$ cat src/rtl/tp_input_ctrl.sv
// tp_input_ctrl: player-input conditioning for the Time Pilot core.
//
// Decodes PS/2 key events and two HPS joystick words into registered
// per-player control lines, start buttons and a vblank-timed coin pulse.
//
// Ports
//   clk_sys   in   1   system clock
//   reset_n   in   1   async active-low reset
//   ps2_key   in  11   {toggle, pressed, extended, scancode[7:0]}
//   joy0      in  16   player 1 joystick {.., coin, start2, start1, fire, up, down, left, right}
//   joy1      in  16   player 2 joystick, bits [4:0] used
//   vblank    in   1   vertical blank, synchronous to clk_sys
//   p1_ctrl   out  5   {fire, up, down, left, right}
//   p2_ctrl   out  5   same packing
//   start1    out  1
//   start2    out  1
//   coin      out  1   stretched, rate-limited coin pulse

// Per-player merge of key latches and joystick, with opposing-direction
// cancellation on each axis. Packing: {fire, up, down, left, right}.
module tp_player_cond (
    input  logic [4:0] keys,
    input  logic [4:0] joy,
    output logic [4:0] ctrl
);
    logic [4:0] merged;

    always_comb begin
        merged = keys | joy;
        ctrl   = merged;
        if (merged[3] && merged[2]) ctrl[3:2] = 2'b00;
        if (merged[1] && merged[0]) ctrl[1:0] = 2'b00;
    end
endmodule

module tp_input_ctrl #(
    parameter int COIN_FRAMES = 4,
    parameter int COIN_GAP    = 4
) (
    input  logic        clk_sys,
    input  logic        reset_n,
    input  logic [10:0] ps2_key,
    input  logic [15:0] joy0,
    input  logic [15:0] joy1,
    input  logic        vblank,
    output logic [4:0]  p1_ctrl,
    output logic [4:0]  p2_ctrl,
    output logic        start1,
    output logic        start2,
    output logic        coin
);
    localparam int         NUM_PLAYERS = 2;
    localparam logic [3:0] FRAMES_L    = 4'(COIN_FRAMES);
    localparam logic [3:0] GAP_L       = 4'(COIN_GAP);

    // ---------------- key latches ----------------
    logic [NUM_PLAYERS-1:0][4:0] key_dir;
    logic [NUM_PLAYERS-1:0][4:0] joy_dir;
    logic [NUM_PLAYERS-1:0][4:0] dir_cond;
    logic key_s1, key_s2, coin_a, coin_b;
    logic tog_q, primed;
    logic key_evt;

    // primed masks the first cycle after reset so a toggle that is already
    // high at release is absorbed into tog_q instead of decoded.
    assign key_evt = primed & (ps2_key[10] ^ tog_q);

    always_ff @(posedge clk_sys or negedge reset_n) begin
        if (!reset_n) begin
            tog_q   <= 1'b0;
            primed  <= 1'b0;
            key_dir <= '0;
            key_s1  <= 1'b0;
            key_s2  <= 1'b0;
            coin_a  <= 1'b0;
            coin_b  <= 1'b0;
        end else begin
            tog_q  <= ps2_key[10];
            primed <= 1'b1;
            if (key_evt) begin
                // Extended bit is ignored: arrows and keypad share codes.
                case (ps2_key[7:0])
                    8'h75:        key_dir[0][3] <= ps2_key[9];
                    8'h72:        key_dir[0][2] <= ps2_key[9];
                    8'h6B:        key_dir[0][1] <= ps2_key[9];
                    8'h74:        key_dir[0][0] <= ps2_key[9];
                    8'h29, 8'h14: key_dir[0][4] <= ps2_key[9];
                    8'h05, 8'h16: key_s1        <= ps2_key[9];
                    8'h06, 8'h1E: key_s2        <= ps2_key[9];
                    8'h2E:        coin_a        <= ps2_key[9];
                    8'h36:        coin_b        <= ps2_key[9];
                    8'h2D:        key_dir[1][3] <= ps2_key[9];
                    8'h2B:        key_dir[1][2] <= ps2_key[9];
                    8'h23:        key_dir[1][1] <= ps2_key[9];
                    8'h34:        key_dir[1][0] <= ps2_key[9];
                    8'h1C:        key_dir[1][4] <= ps2_key[9];
                    default: ;
                endcase
            end
        end
    end

    // ---------------- per-player merge ----------------
    assign joy_dir[0] = joy0[4:0];
    assign joy_dir[1] = joy1[4:0];

    for (genvar g = 0; g < NUM_PLAYERS; g++) begin : g_player
        tp_player_cond u_cond (
            .keys (key_dir[g]),
            .joy  (joy_dir[g]),
            .ctrl (dir_cond[g])
        );
    end

    always_ff @(posedge clk_sys or negedge reset_n) begin
        if (!reset_n) begin
            p1_ctrl <= '0;
            p2_ctrl <= '0;
            start1  <= 1'b0;
            start2  <= 1'b0;
        end else begin
            p1_ctrl <= dir_cond[0];
            p2_ctrl <= dir_cond[1];
            start1  <= key_s1 | joy0[5];
            start2  <= key_s2 | joy0[6];
        end
    end

    // ---------------- coin stretcher ----------------
    typedef enum logic [1:0] {IDLE, PULSE, GAP} coin_st_t;

    coin_st_t   state, state_nxt;
    logic [3:0] cnt, cnt_nxt, cnt_dec;
    logic       creq, creq_q, vblank_q, vb_rise, pend, take;

    assign creq    = coin_a | coin_b | joy0[7];
    assign vb_rise = vblank & ~vblank_q;
    assign cnt_dec = cnt - 4'd1;

    always_ff @(posedge clk_sys or negedge reset_n) begin
        if (!reset_n) begin
            state    <= IDLE;
            cnt      <= '0;
            creq_q   <= 1'b0;
            vblank_q <= 1'b0;
            pend     <= 1'b0;
        end else begin
            state    <= state_nxt;
            cnt      <= cnt_nxt;
            creq_q   <= creq;
            vblank_q <= vblank;
            // A new request wins over consumption, so an edge in the same
            // cycle IDLE takes the pending coin is kept for the next one.
            if (creq && !creq_q) pend <= 1'b1;
            else if (take)       pend <= 1'b0;
        end
    end

    always_comb begin
        state_nxt = state;
        cnt_nxt   = cnt;
        take      = 1'b0;
        coin      = 1'b0;
        case (state)
            IDLE: begin
                if (pend) begin
                    take      = 1'b1;
                    cnt_nxt   = FRAMES_L;
                    state_nxt = PULSE;
                end
            end
            PULSE: begin
                coin = 1'b1;
                if (vb_rise) begin
                    if (cnt_dec == 4'd0) begin
                        cnt_nxt   = GAP_L;
                        state_nxt = GAP;
                    end else begin
                        cnt_nxt = cnt_dec;
                    end
                end
            end
            GAP: begin
                if (vb_rise) begin
                    cnt_nxt = cnt_dec;
                    if (cnt_dec == 4'd0) state_nxt = IDLE;
                end
            end
            default: state_nxt = IDLE;
        endcase
    end

    logic unused;
    assign unused = ^{ps2_key[8], joy0[15:8], joy1[15:5]};
endmodule

$ cat config.mk
export PLATFORM = sky130hd
export DESIGN_NAME = tp_input_ctrl
export DESIGN_NICKNAME = d
export VERILOG_FILES = /design/src/rtl/tp_input_ctrl.sv
export SDC_FILE = /design/constraint.sdc
export NUM_CORES = 1
export LEC_CHECK = 0
export ABC_CLOCK_PERIOD_IN_PS = 1800
export CORE_MARGIN = 2
export CORE_UTILIZATION = 41
export CTS_CLUSTER_SIZE = 8
export DETAILED_ROUTE_END_ITERATION = 12
export PLACE_DENSITY = 0.74
export SLEW_MARGIN = 10
export SYNTH_ARGS = -nofsm -noshare
export SYNTH_HDL_FRONTEND = slang
export SYNTH_SLANG_ARGS = --single-unit
export TNS_END_PERCENT = 50
$ cat constraint.sdc
create_clock -name clk_sys -period 1.8 [get_ports clk_sys]
set_input_delay 0.27 -clock clk_sys [delete_from_list [all_inputs] [get_ports clk_sys]]
set_output_delay 0.27 -clock clk_sys [all_outputs]
set_load 0.01 [all_outputs]
==> results of run 1 <==
## layer usage
layer	vias up	GRT usage (%)	part of all wire [%]
li1	674	-	-
met1	657	18.4	42
met2	34	28.6	52
met3	7	3.34	4.4
met4	0	9.59	2.1
met5	-	0	0
## state kept, by name, indices dropped and copies added, names as in the netlist
signal / cells
cnt: 4
coin_a: 1
coin_b: 1
creq_q: 1
key_dir: 10
key_s1: 1
key_s2: 1
p1_ctrl: 5
p2_ctrl: 5
pend: 1
primed: 1
start1: 1
start2: 1
state: 2
tog_q: 1
vblank_q: 1
## worst min path at each step
stage	from	depth (start not counted)	endpoint
3_5_place_dp	reset_n	2	p2_ctrl[2]$_DFF_PN0_
3_3_place_gp	reset_n	2	p2_ctrl[2]$_DFF_PN0_
4_1_cts	reset_n	2	p2_ctrl[2]$_DFF_PN0_
2_1_floorplan	reset_n	0	cnt[0]$_DFFE_PN0P_
5_1_grt	reset_n	2	key_dir[9]$_DFFE_PN0P_
6_report	reset_n	2	p2_ctrl[2]$_DFF_PN0_
## what timing repair did
| item | in CTS | in global routing |
|---|---|---|
| buffers inserted | 1 | 5 |
| pin swaps | 2 | 5 |
| setup endpoints to repair | 5 | 9 |
| endpoints found under the hold margin | 0 | 0 |
| cloned | 0 | 0 |
| gates resized for setup | 5 | 15 |
## stage by stage
step / cell area (µm²) / total power (W) / hold WS (ns) / util (%)
after floorplan: 1760 / 0.00149 / -0.0256 / -
after global placement: 2340 / 0.00176 / 0.327 / 57.7
after detailed placement: 2340 / 0.00182 / 0.337 / 57.7
after CTS: 2460 / 0.00250 / 0.0212 / 60.6
after global routing: 2570 / 0.00279 / 0.0421 / 63.5
final: 2570 / 0.00265 / 0.00211 / 63.5
## cell families (layout without fill, tap and decap cells)
| family | Yosys count | after routing | share of synthesized area, % |
|---|---|---|---|
| other | 1 | 1 | 0.214 |
| muxes | 17 | 17 | 10.8 |
| xor gates and xnor gates | 4 | 4 | 2.00 |
| DFF | 37 | 37 | 52.9 |
| AOI/OAI and AO/OA | 16 | 16 | 7.36 |
| adders and majority gates | 5 | 5 | 3.57 |
| buffers and inverters | 12 | 82 | 3.07 |
| and+or+nand+nor | 60 | 60 | 20.1 |
## worst register-to-register path, stage by stage (launching register included)
cell     delay (ns)
dfrtp_1        0.40
inv_2          0.12
ha_4           0.14
or3b_4         0.38
o31ai_4        0.31
o21ai_2        0.09
mux2_2         0.28
## Yosys cell counts (2+ instances only)
library cell and number:
dfrtp_1 37, o21a_1 6, ha_1 5, nand3b_1 2, or2_2 5, nand4_1 4
nor4_1 2, mux2i_1 2, nor3_1 10, o22ai_1 2, inv_1 8, nand2b_1 3
nor2b_1 5, nand3_1 6, xnor2_1 3, clkbuf_1 2, nor2_1 8, nand4b_1 3
nand2_1 5, mux2_2 15
## power by group
group	switching, W	leakage [nW]	internal (W)
registers	0.0000823	0.477	0.000927
clock network	0.000287	0.0542	0.000346
logic	0.000460	0.602	0.000544
## area by class of cell
class	count	share of cell area [%]
sequential	37	36.0
clock inverter	1	0.194
clock buffer	7	3.74
inverter	8	1.17
tap	50	2.43
multi-input combinational	103	33.8
timing repair buffer	66	22.7
## cell usage in the layout, fill, tap and decap left out, types with 2 or more instances in the layout
cell             netlist  final
nand2_1                5      5
ha_4                   0      3
nand4b_1               3      3
nand2b_1               3      2
clkdlybuf4s50_1        0     36
ha_1                   5      2
mux2_2                15     15
nor2b_1                5      4
nor3_1                10     10
nor2_1                 8      8
clkbuf_8               0      7
nand3_1                6      5
inv_2                  0      2
inv_1                  8      6
o21a_1                 6      6
nand3b_1               2      2
buf_4                  0     28
dfrtp_1               37     36
o22ai_1                2      2
nand2b_4               1      2
mux2i_1                2      2
nand4_1                4      4
xnor2_1                3      3
or2_2                  5      4
==> results.ini, run 1 <==
[critical_path]
rr_worst_depth=6
crit_path_start_kind=register
cp-startpoint=cnt[1]$_DFFE_PN0P_
worstSetupEndpointType=register
cpPeakStageDelay_ns=0.40
r2r_end=state[0]$_DFFE_PN0P_
slowest_stage=dfrtp_1
cp.arrival_ns=2.01
path_max_fanout=3
ff2ff_setup_slack_ns=-0.03
reg2reg_from=cnt[1]$_DFFE_PN0P_
path_delay_family=flip-flops
worst-path-buf-inv=1
path_cells=inv_2, ha_4, or3b_4, o31ai_4, o21ai_2, mux2_2
crit_type=register to register
cp.required_ns=1.98
cp_num_cells=6
endpoint=state[0]$_DFFE_PN0P_

[global_route]
grt_max_degree=38
grt_pass1_vias=1434
grt_usage_pct=16.4
antenna_found_initial=0
grt-ovfl-total=0
grt_pass1_wl_um=6290

[sta]
rsz0062_at_grt=yes
finalHoldViolCount=0
fin_ws_ns=-0.0281
fin_tns_setup_ns=-0.0531
period_needed_ns=1.83
fmax_ghz=0.547
drv_slew=0
fin_worst_skew_ns=0.00493
period_share_pct=102
finalSetupViolations=2

[clocking]
cts_made_buffers=5
htreeDepth=2
hold_buffers=0
root_buffer=clkbuf_8
clk_pin_slew_worst_paths_ns=0.07
cts_tree=built
cts_sinks=37
clk_path_buf_depth=2
insertion_delay_ns=0.29

[floorplanning]
start_util_pct=43.2
dieWidth_um=69.4
core_um2=4060
rows=23
die-area_um2=4810
die_h_um=69.4
ioPinCount=59

[final_layout]
multi_input_area_um2=870
area_growth_syn_to_layout_pct=47.0
register_area_um2=927
fin_cells=272
drive_gt1_share_pct=34.2
nNetsFinal=272
n_fill_cell=321
n_antenna_cell=0

[placement]
hpwl_um=2830
pre_cts_ws_ns=-0.278
io_buffers=38
place.gp.congestion=0.833
place_inst=258

[route]
via_count=1372
wl_per_cell_um=14.1
dr.pass1.iters=4
wl_um=3840
detail-route-antenna-nets=0
viasPerCell=5.04
drt-initial-drc-count=32
drc_errors=0

[outcome]
failed_checks=setup timing
outcome=complete, but fails checks

[synth]
syn_area_um2=1750
avgSynthCellArea_um2=11.5
synthFlopType=dfrtp_1
synth_cell_types=39
ys_ff_latch=37
synth_cells=152
yosysTopAreaCell=dfrtp_1
synth_area_leaders=dfrtp_1 (53%), mux2_2 (9.6%), ha_1 (3.6%)
synth_nets=203
yosys.area.top_type_share_pct=52.9
ys_seq_area_share_pct=52.9
async_flop_share_pct=100
synth-edff-count=0
yosysWarningCount=0

[power]
ir_worst_vdd_uv=634
power_density_nw_per_um2=1030
power_leakage_nw=1.13

[min_path]
min_path_type=input port to asynchronous set/reset pin

[flow_run]
drv_cap=0

No activity file was read; power rests on OpenSTA's default activity.
==> run 2, diff against run 1 <==
Settings changed: HOLD_SLACK_MARGIN from default to 0.15, REMOVE_ABC_BUFFERS from default to 1.
==> run 2 against run 1 <==
- the flow now finishes without violations
- final cell count is the same
- total power shrank 3.2%
- clock-buffer cell count grew 1
- worst hold slack gained 0.42 ns
- die area is the same
- critical endpoint is now cnt[1]$_DFFE_PN0P_
- largest power group is now combinational logic
==> results.ini, run 2 (same netlist as run 1, synthesis figures left out) <==
[final_layout]
reg.largest.list=key_dir x10, p1_ctrl x5, p2_ctrl x5
drive_gt1_share_pct=32.0
n_fill_cell=326
fin_cells=272
n_antenna_cell=0
area_growth_syn_to_layout_pct=46.3
final_common_cell=dfrtp_1
largest-register=key_dir
finalInstanceArea_um2=2560
nNetsFinal=272
final_cell_mix=dfrtp_1 (37), clkdlybuf4s50_1 (36), buf_4 (25), mux2_2 (15), nor3_1 (10)
largest_reg_flops=10

[clocking]
cts_made_buffers=5
root_buffer=clkbuf_8
clk_pin_slew_worst_paths_ns=0.07
insertion_delay_ns=0.28
cts_tree=built
clk_path_buf_depth=2
cts_sinks=37
htreeDepth=2

[sta]
fmax_ghz=0.564
period_share_pct=98.6
rsz0062_at_grt=yes
finalHoldViolCount=0
drv_slew=0
period_needed_ns=1.77
fin_worst_skew_ns=0.00580
fin_hold_ws_ns=0.418
fin_tns_setup_ns=0
finalSetupViolations=0

[global_route]
grt-ovfl-total=0
antenna_found_initial=0
grt_usage_pct=16.9
grt_pass1_vias=1453
grt_pass1_wl_um=6430
grt_max_degree=38

[route]
dr.pass1.iters=5
viasPerCell=5.06
wl_per_cell_um=13.5
drt-initial-drc-count=66
wl_um=3680
via_count=1376
wl_met1_um=1520
detail-route-antenna-nets=0
drc_errors=0
met3_length_um=152
wl_met2_um=1940
highest_layer=met4

[placement]
io_buffers=38
place_inst=259
hpwl_um=2730
place.gp.congestion=0.881
place_area_um2=2350

[critical_path]
path_max_fanout=4
cp.arrival_ns=1.94
worstSetupEndpointType=register
cpPeakStageDelay_ns=0.41
slowest_stage=dfrtp_1
rr_worst_depth=7
crit_type=register to register
path_cells=inv_2, ha_4, or3b_4, o31ai_4, buf_6, nor2b_4, o32ai_2
cp.required_ns=1.96
crit_path_start_kind=register

[floorplanning]
die_h_um=69.4
core_um2=4060
ioPinCount=59
rows=23
start_util_pct=43.2
dieWidth_um=69.4
die-area_um2=4810

[flow_run]
drv_cap=0

[power]
ir_worst_vdd_uv=423
power_density_nw_per_um2=1000
total_power_w=0.00256
power_leakage_nw=1.12

[min_path]
hold_depth=1
min_path_type=register to register

[outcome]
outcome=finished, final reports clean

-- run 2: per-layer routing --
metal | vias up | track usage, %
met5 | - | 0
met2 | 30 | 29.1
met1 | 669 | 19.2
li1 | 672 | -
met3 | 5 | 5.52
met4 | 0 | 6.75
-- run 2: timing repair --
| item | 4_1_cts | 5_1_grt |
|---|---|---|
| hold buffers | 1 | 0 |
| resized for setup | 2 | 19 |
| endpoints found under the hold margin | 37 | 0 |
| endpoints found under the setup margin | 4 | 7 |
| pin swaps | 1 | 1 |
| setup buffers | 1 | 3 |
-- run 2: worst max-delay path: cells and delay by family (launching register included) --
| kind | cells | cell delay [ns] |
|---|---|---|
| AND/OR/NAND/NOR | 2 | 0.52 |
| flip-flops | 1 | 0.41 |
| AO/OA/AOI/OAI | 2 | 0.30 |
| buffers and inverters | 2 | 0.28 |
| adder cells (fa/ha/maj) | 1 | 0.14 |
-- run 2: through the flow --
stage / utilization, % / worst slack (ns)
2_1_floorplan: - / -0.0114
3_3_place_gp: 57.9 / -0.273
3_5_place_dp: 57.9 / -0.303
4_1_cts: 60.3 / -0.0523
5_1_grt: 63.2 / -0.0652
6_report: 63.2 / 0.0259
-- run 2: cell type report --
cell class / count / area [µm²] / area share, %
tap: 50 / 62.6 / 2.44
inverter: 8 / 30.0 / 1.17
multi-input combinational: 103 / 861 / 33.6
timing repair buffer: 66 / 603 / 23.5
clock buffer: 8 / 80.1 / 3.12
sequential: 37 / 926 / 36.1
-- run 2: report_power, final --
group / internal, W / total (W) / switching, W
registers: 0.000926 / 0.00100 / 0.0000763
logic: 0.000556 / 0.00102 / 0.000465
clock network: 0.000275 / 0.000538 / 0.000264
total: 0.00176 / 0.00256 / 0.000805
-- run 2: path summary, 6_finish.rpt --
kind,endpoint,start,slack (ns)
max reg2reg,cnt[1]$_DFFE_PN0P_,cnt[1]$_DFFE_PN0P_,0.03
min,pend$_DFFE_PN0P_,creq_q$_DFF_PN0_,0.42
min reg2reg,pend$_DFFE_PN0P_,creq_q$_DFF_PN0_,0.42
max,cnt[1]$_DFFE_PN0P_,cnt[1]$_DFFE_PN0P_,0.03
max in group asynchronous,key_s2$_DFFE_PN0P_,reset_n,1.14
min in group asynchronous,p1_ctrl[3]$_DFF_PN0_,reset_n,0.48
